`config.mk`:
```
export PLATFORM = sky130hd
export DESIGN_NAME = traffic_light_sequencer
export DESIGN_NICKNAME = d
export VERILOG_FILES = /design/src/rtl/tlc_pkg.sv /design/src/rtl/interval_arm_guard.sv /design/src/rtl/traffic_light_sequencer.sv
export SDC_FILE = /design/constraint.sdc
export NUM_CORES = 1
export LEC_CHECK = 0
export BUFFER_PORTS_ARGS = -buffer_cell sky130_fd_sc_hd__buf_2
export CORE_MARGIN = 3
export CORE_UTILIZATION = 35
export CTS_CLUSTER_DIAMETER = 60
export CTS_CLUSTER_SIZE = 10
export DETAILED_ROUTE_END_ITERATION = 6
export SETUP_SLACK_MARGIN = 0.02
export SYNTH_ARGS = -nofsm -noshare
export SYNTH_HDL_FRONTEND = slang
export SYNTH_SLANG_ARGS = --single-unit
```
`constraint.sdc`:
```
create_clock -name clk -period 4.1 [get_ports clk]
set_clock_uncertainty 0.1 [all_clocks]
set_input_delay 1.025 -clock clk [delete_from_list [all_inputs] [get_ports clk]]
set_output_delay 1.025 -clock clk [all_outputs]
set_load 0.01 [all_outputs]
```
`src/rtl/tlc_pkg.sv`:
```
// Shared definitions for the intersection light sequencer.
//   - state codes (legacy localparam form plus an enum view for debug/tools)
//   - lamp encodings, {R,Y,G} one-hot
//   - default intervals in Timer units
//   - lamps_for(): lamp pattern shown while a given state is active
package tlc_pkg;

  localparam logic [2:0] S_MG   = 3'd0;
  localparam logic [2:0] S_MY   = 3'd1;
  localparam logic [2:0] S_WALK = 3'd2;
  localparam logic [2:0] S_SG   = 3'd3;
  localparam logic [2:0] S_SX   = 3'd4;
  localparam logic [2:0] S_SY   = 3'd5;

  typedef enum logic [2:0] {
    MG   = S_MG,
    MY   = S_MY,
    WALK = S_WALK,
    SG   = S_SG,
    SX   = S_SX,
    SY   = S_SY
  } tlc_state_e;

  localparam logic [2:0] LAMP_R = 3'b100;
  localparam logic [2:0] LAMP_Y = 3'b010;
  localparam logic [2:0] LAMP_G = 3'b001;

  localparam logic [3:0] T_BASE_DEF = 4'd6;
  localparam logic [3:0] T_EXT_DEF  = 4'd3;
  localparam logic [3:0] T_YEL_DEF  = 4'd2;

  typedef struct packed {
    logic [2:0] main;
    logic [2:0] side;
    logic       walk;
  } lamp_set_t;

  // Unknown codes fall back to all-red so no direction is ever released by accident.
  function automatic lamp_set_t lamps_for(input logic [2:0] st);
    lamp_set_t ls;
    ls = '{main: LAMP_R, side: LAMP_R, walk: 1'b0};
    case (st)
      S_MG:    ls = '{main: LAMP_G, side: LAMP_R, walk: 1'b0};
      S_MY:    ls = '{main: LAMP_Y, side: LAMP_R, walk: 1'b0};
      S_WALK:  ls = '{main: LAMP_R, side: LAMP_R, walk: 1'b1};
      S_SG:    ls = '{main: LAMP_R, side: LAMP_G, walk: 1'b0};
      S_SX:    ls = '{main: LAMP_R, side: LAMP_G, walk: 1'b0};
      S_SY:    ls = '{main: LAMP_R, side: LAMP_Y, walk: 1'b0};
      default: ls = '{main: LAMP_R, side: LAMP_R, walk: 1'b0};
    endcase
    return ls;
  endfunction

endpackage

```
`src/rtl/interval_arm_guard.sv`:
```
// Masks the Timer's expired level around each start_timer pulse.
// The Timer loads on the edge that samples start_timer, so during the pulse
// cycle expired still reflects the previous interval, and the cycle after is
// kept masked as well. expired_ok_o is only asserted from the second cycle
// after a pulse onward.
// Ports:
//   clk_i        system clock
//   rst_i        synchronous active-high reset
//   start_i      start_timer pulse as seen by the Timer
//   expired_i    raw expired level from the Timer
//   expired_ok_o expired, qualified by the arm window
module interval_arm_guard
  import tlc_pkg::*;
(
  input  logic clk_i,
  input  logic rst_i,
  input  logic start_i,
  input  logic expired_i,
  output logic expired_ok_o
);

  // Down-counter for the masked cycles remaining after the pulse cycle.
  logic [1:0] hold_cnt_q, hold_cnt_d;

  always_comb begin
    hold_cnt_d = hold_cnt_q;
    if (start_i) begin
      hold_cnt_d = 2'd1;
    end else if (hold_cnt_q != 2'd0) begin
      hold_cnt_d = hold_cnt_q - 2'd1;
    end
  end

  always_ff @(posedge clk_i) begin
    if (rst_i) begin
      hold_cnt_q <= 2'd0;
    end else begin
      hold_cnt_q <= hold_cnt_d;
    end
  end

  assign expired_ok_o = expired_i & ~start_i & (hold_cnt_q == 2'd0);

endmodule

```
`src/rtl/traffic_light_sequencer.sv`:
```
// Intersection light FSM. Arms the Timer with an interval (Value + one-cycle
// start_timer pulse) on every state entry and advances when expired is seen
// outside the arm window. Drives main/side lamps and the walk lamp.
//
//   state | meaning
//   ------+------------------------------------------------------------
//   MG    | main green, side red; re-arms itself unless side/walk demand
//   MY    | main yellow; goes to WALK if a request is pending, else SG
//   WALK  | all red, walk lamp on
//   SG    | side green; one extension if a vehicle is still present
//   SX    | side green extension (never re-extended)
//   SY    | side yellow, then back to MG
//
// Ports:
//   clk          system clock
//   Reset_Sync   synchronous active-high reset
//   Sensor       side-street vehicle present
//   Walk_Request pedestrian button
//   expired      Timer interval elapsed (level)
//   Value        interval handed to the Timer
//   start_timer  one-cycle Timer load pulse
//   Main_Lights  main lamps {R,Y,G}
//   Side_Lights  side lamps {R,Y,G}
//   Walk_Lamp    pedestrian walk lamp
module traffic_light_sequencer
  import tlc_pkg::*;
#(
  parameter logic [3:0] T_BASE = T_BASE_DEF,
  parameter logic [3:0] T_EXT  = T_EXT_DEF,
  parameter logic [3:0] T_YEL  = T_YEL_DEF
) (
  input  logic       clk,
  input  logic       Reset_Sync,
  input  logic       Sensor,
  input  logic       Walk_Request,
  input  logic       expired,
  output logic [3:0] Value,
  output logic       start_timer,
  output logic [2:0] Main_Lights,
  output logic [2:0] Side_Lights,
  output logic       Walk_Lamp
);

  logic [2:0] state_q, state_d;
  logic       arm_q, arm_d;            // first cycle after reset: issue the MG arm pulse
  logic       walk_pending_q, walk_pending_d;
  logic [3:0] value_q, value_d;
  logic       start_q, start_d;
  logic [2:0] main_q, main_d;
  logic [2:0] side_q, side_d;
  logic       walk_lamp_q, walk_lamp_d;

  logic       expired_ok;
  logic       enter;
  logic [2:0] next_state;
  lamp_set_t  next_lamps;

  interval_arm_guard u_guard (
    .clk_i        (clk),
    .rst_i        (Reset_Sync),
    .start_i      (start_q),
    .expired_i    (expired),
    .expired_ok_o (expired_ok)
  );

  function automatic logic [3:0] interval_for(input logic [2:0] st);
    logic [3:0] iv;
    case (st)
      S_MG, S_SG:   iv = T_BASE;
      S_MY, S_SY:   iv = T_YEL;
      S_WALK, S_SX: iv = T_EXT;
      default:      iv = T_BASE;
    endcase
    return iv;
  endfunction

  always_comb begin
    state_d        = state_q;
    arm_d          = 1'b0;
    walk_pending_d = walk_pending_q | Walk_Request;
    value_d        = value_q;
    start_d        = 1'b0;
    main_d         = main_q;
    side_d         = side_q;
    walk_lamp_d    = walk_lamp_q;
    enter          = 1'b0;
    next_state     = state_q;

    if (arm_q) begin
      enter      = 1'b1;
      next_state = S_MG;
    end else begin
      case (state_q)
        S_MG: if (expired_ok) begin
          enter      = 1'b1;
          next_state = (Sensor | walk_pending_q) ? S_MY : S_MG;
        end
        S_MY: if (expired_ok) begin
          enter      = 1'b1;
          next_state = walk_pending_q ? S_WALK : S_SG;
        end
        S_WALK: if (expired_ok) begin
          enter      = 1'b1;
          next_state = S_SG;
        end
        S_SG: if (expired_ok) begin
          enter      = 1'b1;
          next_state = Sensor ? S_SX : S_SY;
        end
        S_SX: if (expired_ok) begin
          enter      = 1'b1;
          next_state = S_SY;
        end
        S_SY: if (expired_ok) begin
          enter      = 1'b1;
          next_state = S_MG;
        end
        default: begin
          // Corrupted state: same as a reset, then arm MG on the following edge.
          state_d        = S_MG;
          arm_d          = 1'b1;
          walk_pending_d = 1'b0;
          value_d        = T_BASE;
          main_d         = LAMP_G;
          side_d         = LAMP_R;
          walk_lamp_d    = 1'b0;
        end
      endcase
    end

    next_lamps = lamps_for(next_state);

    if (enter) begin
      state_d     = next_state;
      value_d     = interval_for(next_state);
      start_d     = 1'b1;
      main_d      = next_lamps.main;
      side_d      = next_lamps.side;
      walk_lamp_d = next_lamps.walk;
      // Entering WALK serves the request, including one arriving on this same edge.
      if (next_state == S_WALK) begin
        walk_pending_d = 1'b0;
      end
    end
  end

  always_ff @(posedge clk) begin
    if (Reset_Sync) begin
      state_q        <= S_MG;
      arm_q          <= 1'b1;
      walk_pending_q <= 1'b0;
      value_q        <= T_BASE;
      start_q        <= 1'b0;
      main_q         <= LAMP_G;
      side_q         <= LAMP_R;
      walk_lamp_q    <= 1'b0;
    end else begin
      state_q        <= state_d;
      arm_q          <= arm_d;
      walk_pending_q <= walk_pending_d;
      value_q        <= value_d;
      start_q        <= start_d;
      main_q         <= main_d;
      side_q         <= side_d;
      walk_lamp_q    <= walk_lamp_d;
    end
  end

  assign Value       = value_q;
  assign start_timer = start_q;
  assign Main_Lights = main_q;
  assign Side_Lights = side_q;
  assign Walk_Lamp   = walk_lamp_q;

endmodule

```
# == Word level (Yosys, flattened, before mapping) ==
# Cells that the tools add are included.
# totals
inputBits,5
out_inout_bits,12
elab_cells,79
reg_bits,19
# op_classes
n_eq_ne,12
addsub,1
bitwise_logic,5
reduce_logical,11
n_mux,40
# op_table
cell,n
2-to-1 mux 3 bit,16
one-hot mux 7 bit (5 select lines),1
2-to-1 mux 1 bit,18
one-hot mux 3 bit (6 select lines),1
== test 3 x 2 -> 1 bit (second input constant),4
== test 3 bit (second input constant),4
2-to-1 mux 4 bit,3
OR reduction 2 bit,4
== test 3 x 1 -> 1 bit (second input constant),2
zero test 3 bit,2
one-hot mux 3 bit (2 select lines),1
OR reduction 6 bit,1
inequality test 2 x 1 -> 1 bit (second input constant),2
nonzero test 2 bit,2
AND 1 bit,2
zero test 2 bit,1
OR 1 bit,2
AND reduction 2 bit,1
subtractor 2 x 1 -> 2 bit (second input constant),1
NOT 1 bit,1

# == Depth between registers and ports, before layout ==
# depth
word_depth,10
depth_mapped,8
ltp_nobuf,7

# == Cells and area by module ==
# Synthesis repeated with hierarchy kept, for this count alone.
# hier_totals
hier_cells,109
hier_area_um2,947.2
# modules_own_cells
module,instances,seq_area_each_um2,area_each_um2,cells_each
traffic_light_sequencer,1,300.3,840.8,98
interval_arm_guard,1,40.0,106.4,11

# == Worst setup path before layout ==
# Ideal clock, no wire load.
# synth_path
path_type,input to register
startpoint,in expired
endpoint,reg main_q[1] (netlist: Main_Lights[1])
path_slack_ns,1.860
setup_ns,0.096
arrival_time_ns,2.045
t_required_ns,3.904
stages,6
n_path_buf,1
cell_sequence,and3b_1 -> buf_6 -> a41o_1 -> o21ai_4 -> nand2_4 -> o41ai_2
# synth_via
elab_chain_cells,9
elab_cells_between_ends,25
cone_classes,eq/ne (7); mux (13); bitwise (2); reduce/logical (3)
# synth_rtl
item,line_no,source
from (decl),traffic_light_sequencer.sv:36,"input logic expired,"
AND 1 bit (*) (2 in series),interval_arm_guard.sv:42,assign expired_ok_o = expired_i & ~start_i & (hold_cnt_q == 2'd0);
"2-to-1 mux 3 bit, or another cell as far along",traffic_light_sequencer.sv:114,S_SY: if (expired_ok) begin
one-hot mux 3 bit (6 select lines),traffic_light_sequencer.sv:93,case (state_q)
2-to-1 mux 3 bit,traffic_light_sequencer.sv:89,if (arm_q) begin
== test 3 bit / == test 3 x 2 -> 1 bit (equally long branches),tlc_pkg.sv:42,case (st)
OR reduction 2 bit (no source line),--,
one-hot mux 7 bit (5 select lines),tlc_pkg.sv:42,
2-to-1 mux 3 bit,traffic_light_sequencer.sv:133,if (enter) begin
to (signal assigned),traffic_light_sequencer.sv:163,main_q <= main_d;
to (decl),traffic_light_sequencer.sv:49,"logic [2:0] main_q, main_d;"
# Every way passes the cells marked *; elsewhere a longest branch is shown, timed or not.
# A chain may end at the register's enable or synchronous reset.

# == Worst setup path after layout ==
# Same ends and word-level chain as after synthesis.

==> run metrics <==
CP bufs+invs=1; clock tree from TritonCTS=yes; Worst R2R Setup Slack=2.05 ns; Max Clk Rate=460 MHz; initial antenna violation count=0; layout net count=122; area growth from synthesis to final layout=8.06%; post-detailed-routing wire length=1790 um; Req. time, crit path=4.19 ns; most instantiated flip-flop cell in the synthesis netlist=sky130_fd_sc_hd__dfxtp_1; Post-synth EDFFs=0; Setup Fix Bufs, Post-CTS=0; total global routing track utilization=0.121; Avg Synthesized Cell Area=8.56 um^2; max cap viols=0; Die Wd=57.2 um; Final Hold Violating Endpoints=0; TritonCTS Sinks=17; Finish-stage setup viols=0; Setup TNS Final=0 ns; ratio of final minimum period to clock period=0.531; Cell Pwr Density=375 nW/um^2; total area of multi-input combinational cells=507 um^2; count of placed standard cells in the final layout, fillers left out=143; critical register-to-register path startpoint=u_guard.hold_cnt_q[0]$_SDFFE_PP0P_; largest net degree at the start of global routing=19; total congestion overflow after global routing=0; Syn Nets=113; CP startpoint=expired; fraction of final layout cells sized beyond drive strength 1=0.200; type of origin of the critical path=input pin; transition time of the tightest slew-check pin=0.616 ns; status=finished clean; power consumption=0.000371 W; CTS clock-pin slew for the worst setup and hold paths=0.09 ns; number of antenna diodes=0; via count of the first global-routing pass=718; first-pass GRT wire length=3190 um; core region area=2340 um^2; relative slew slack=0.589; Yosys cell types=42; Die Outline Area=3270 um^2; worst-path cell with the longest stage delay=sky130_fd_sc_hd__a41o_1; first drt pass iteration count=5; RSZ-0062 raised after global routing=no; DRC violations left=0; number of cells upsized or downsized after cts=0; final weighted congestion of routability-driven global placement=0.804; netlist area before placement=916 um^2; post-detailed-route count of antenna-violating nets=0; first-iteration detailed-routing DRC count=13; Setup CP Type=input pin to register; number of cell rows=17; shortest clock period the worst path allows after layout=2.18 ns; per-cell routed wire length=12.5 um; fraction of registers with async set/reset=0; I/O pin count=17; critical path arrival=2.26 ns; origin of the worst min-delay path=Main_Lights[2]$_SDFFE_PP0P_; clock latency reported for the late side of the worst-skew pair=0.28 ns; highest net fanout along the worst path=8; drt via density=5.37; number of slew-limit violations in the final report=0; Filler Cells Inserted=246; critical path cell sequence=buf_2, and3b_1, a41o_1, o21ai_4, nand2_4, o41ai_2; buffer type at the clock tree root=sky130_fd_sc_hd__clkbuf_4; instance area after placement=963 um^2; placed cell count=139; slowest cell delay on critical path=0.30 ns; type of the worst min-delay path=register to register; number of buffers inserted during clock tree synthesis=3; starting utilization of the core area=0.391; die outline height=57.2 um; CTS hold repair buffers=0; worst voltage drop across the vdd grid=0.171 mV; count of yosys warnings during synthesis=0; total vias in the final route=768; H-tree depth=1; setup slack after layout=1.92 ns; area taken by flip-flops and latches=340 um^2; number of instances in the synthesized netlist=107; Static Leakage=0.378 nW; sequential share of the synthesized area=0.372; register bit total from synthesis=17; post-route standard cell area excluding fillers=990 um^2; number of buffers added on ports=14; worst slack, placed=1.63 ns; capturing element type of the critical path=register; dominant delay contributor by cell family on the critical path=compound AO/OA/AOI/OAI gates; maximum number of buffers from clock root to sink=2; total half-perimeter wirelength after legalization and detailed placement=1310 um
final cells by class:
type,count,share of cell area
Inverter,3,0.0114
Clock buffer,4,0.0265
Multi-Input combinational cell,77,0.512
Sequential cell,17,0.344
Timing Repair Buffer,14,0.0708
Tap cell,28,0.0354
kinds of logic (layout without fill, tap and decap cells):
| family | count (synthesis) | after routing | synth area share |
|---|---|---|---|
| AND/OR/NAND/NOR | 39 | 39 | 0.238 |
| adder cells (fa/ha/maj) | 1 | 1 | 0.0137 |
| multiplexers | 1 | 1 | 0.0123 |
| buffers and inverters | 13 | 21 | 0.0751 |
| XOR/XNOR | 5 | 5 | 0.0478 |
| AO/OA/AOI/OAI | 29 | 29 | 0.234 |
| other | 2 | 2 | 0.00820 |
| flip-flops | 17 | 17 | 0.372 |
cell usage in the layout (no fill, tap or decap), types with 2 or more instances in the layout:
| cell type | count |
|---|---|
| sky130_fd_sc_hd__dfxtp_1 | 17 |
| sky130_fd_sc_hd__buf_2 | 14 |
| sky130_fd_sc_hd__a21oi_1 | 11 |
| sky130_fd_sc_hd__nor2_1 | 10 |
| sky130_fd_sc_hd__nand2_1 | 6 |
| sky130_fd_sc_hd__nor3_1 | 4 |
| sky130_fd_sc_hd__inv_1 | 3 |
| sky130_fd_sc_hd__nor4_1 | 3 |
| sky130_fd_sc_hd__nand2b_1 | 3 |
| sky130_fd_sc_hd__xnor2_1 | 3 |
| sky130_fd_sc_hd__nor2b_1 | 3 |
| sky130_fd_sc_hd__clkbuf_4 | 3 |
| sky130_fd_sc_hd__nand3b_1 | 2 |
| sky130_fd_sc_hd__xor2_1 | 2 |
| sky130_fd_sc_hd__a32o_1 | 2 |
| sky130_fd_sc_hd__o21ai_0 | 2 |
| sky130_fd_sc_hd__o21bai_1 | 2 |
| sky130_fd_sc_hd__a22oi_1 | 2 |
| sky130_fd_sc_hd__conb_1 | 2 |
state kept, by name (all words and copies together), names as in the netlist:
| name | cells |
|---|---|
| Main_Lights | 3 |
| Walk_Lamp | 1 |
| arm_q | 1 |
| start_timer | 1 |
| Side_Lights | 3 |
| Value | 2 |
| u_guard.hold_cnt_q | 2 |
| walk_pending_q | 1 |
| state_q | 3 |
power breakdown:
part,leakage [nW],switching [W],internal (W)
sequential,0.139,0.0000113,0.000177
combinational,0.224,0.0000572,0.0000393
clock,0.0150,0.0000486,0.0000377
final timing paths:
kind	to	cells past startpoint
hold reg to reg	Main_Lights[2]$_SDFFE_PP0P_	2
setup / recovery	Main_Lights[1]$_SDFFE_PP0P_	6
setup reg to reg	Main_Lights[1]$_SDFFE_PP0P_	7
hold / removal	Main_Lights[2]$_SDFFE_PP0P_	2
synthesized netlist by cell type (2+ instances only):
library cell               number  share of area
sky130_fd_sc_hd__inv_1          3          0.012
sky130_fd_sc_hd__a21oi_1       11          0.060
sky130_fd_sc_hd__nand2b_1       3          0.020
sky130_fd_sc_hd__nor3_1         4          0.022
sky130_fd_sc_hd__buf_4          2          0.016
sky130_fd_sc_hd__o21ai_0        2          0.011
sky130_fd_sc_hd__nand3b_1       2          0.016
sky130_fd_sc_hd__buf_1          2         0.0082
sky130_fd_sc_hd__xor2_1         2          0.019
sky130_fd_sc_hd__dfxtp_1       17           0.37
sky130_fd_sc_hd__xnor2_1        3          0.029
sky130_fd_sc_hd__conb_1         2         0.0082
sky130_fd_sc_hd__a32o_1         2          0.022
sky130_fd_sc_hd__buf_2          4          0.022
sky130_fd_sc_hd__a22oi_1        2          0.016
sky130_fd_sc_hd__nor2_1        10          0.041
sky130_fd_sc_hd__o21bai_1       2          0.016
sky130_fd_sc_hd__nor4_1         3          0.020
sky130_fd_sc_hd__nand2_1        6          0.025
sky130_fd_sc_hd__nor2b_1        3          0.020
per-stage QoR:
step                utilization  hold slack (ns)
finish                    0.423            0.361
global route              0.423            0.389
CTS                       0.423            0.360
detailed placement        0.412            0.347
global placement          0.412            0.346
floorplan                     -            0.376
worst reg2reg max path, cell delays in order (launching register included):
cell and delay, ns:
sky130_fd_sc_hd__dfxtp_1 0.36, sky130_fd_sc_hd__inv_1 0.05, sky130_fd_sc_hd__ha_1 0.27, sky130_fd_sc_hd__and3b_1 0.31, sky130_fd_sc_hd__a41o_1 0.30, sky130_fd_sc_hd__o21ai_4 0.19, sky130_fd_sc_hd__nand2_4 0.10, sky130_fd_sc_hd__o41ai_2 0.28
metal layers:
layer  part of all wire  track usage
met1               0.50        0.162
met2               0.46        0.189
met3              0.034       0.0294
met4             0.0067       0.0397
met5                  0            0
Power figures use the tool's default switching activity.
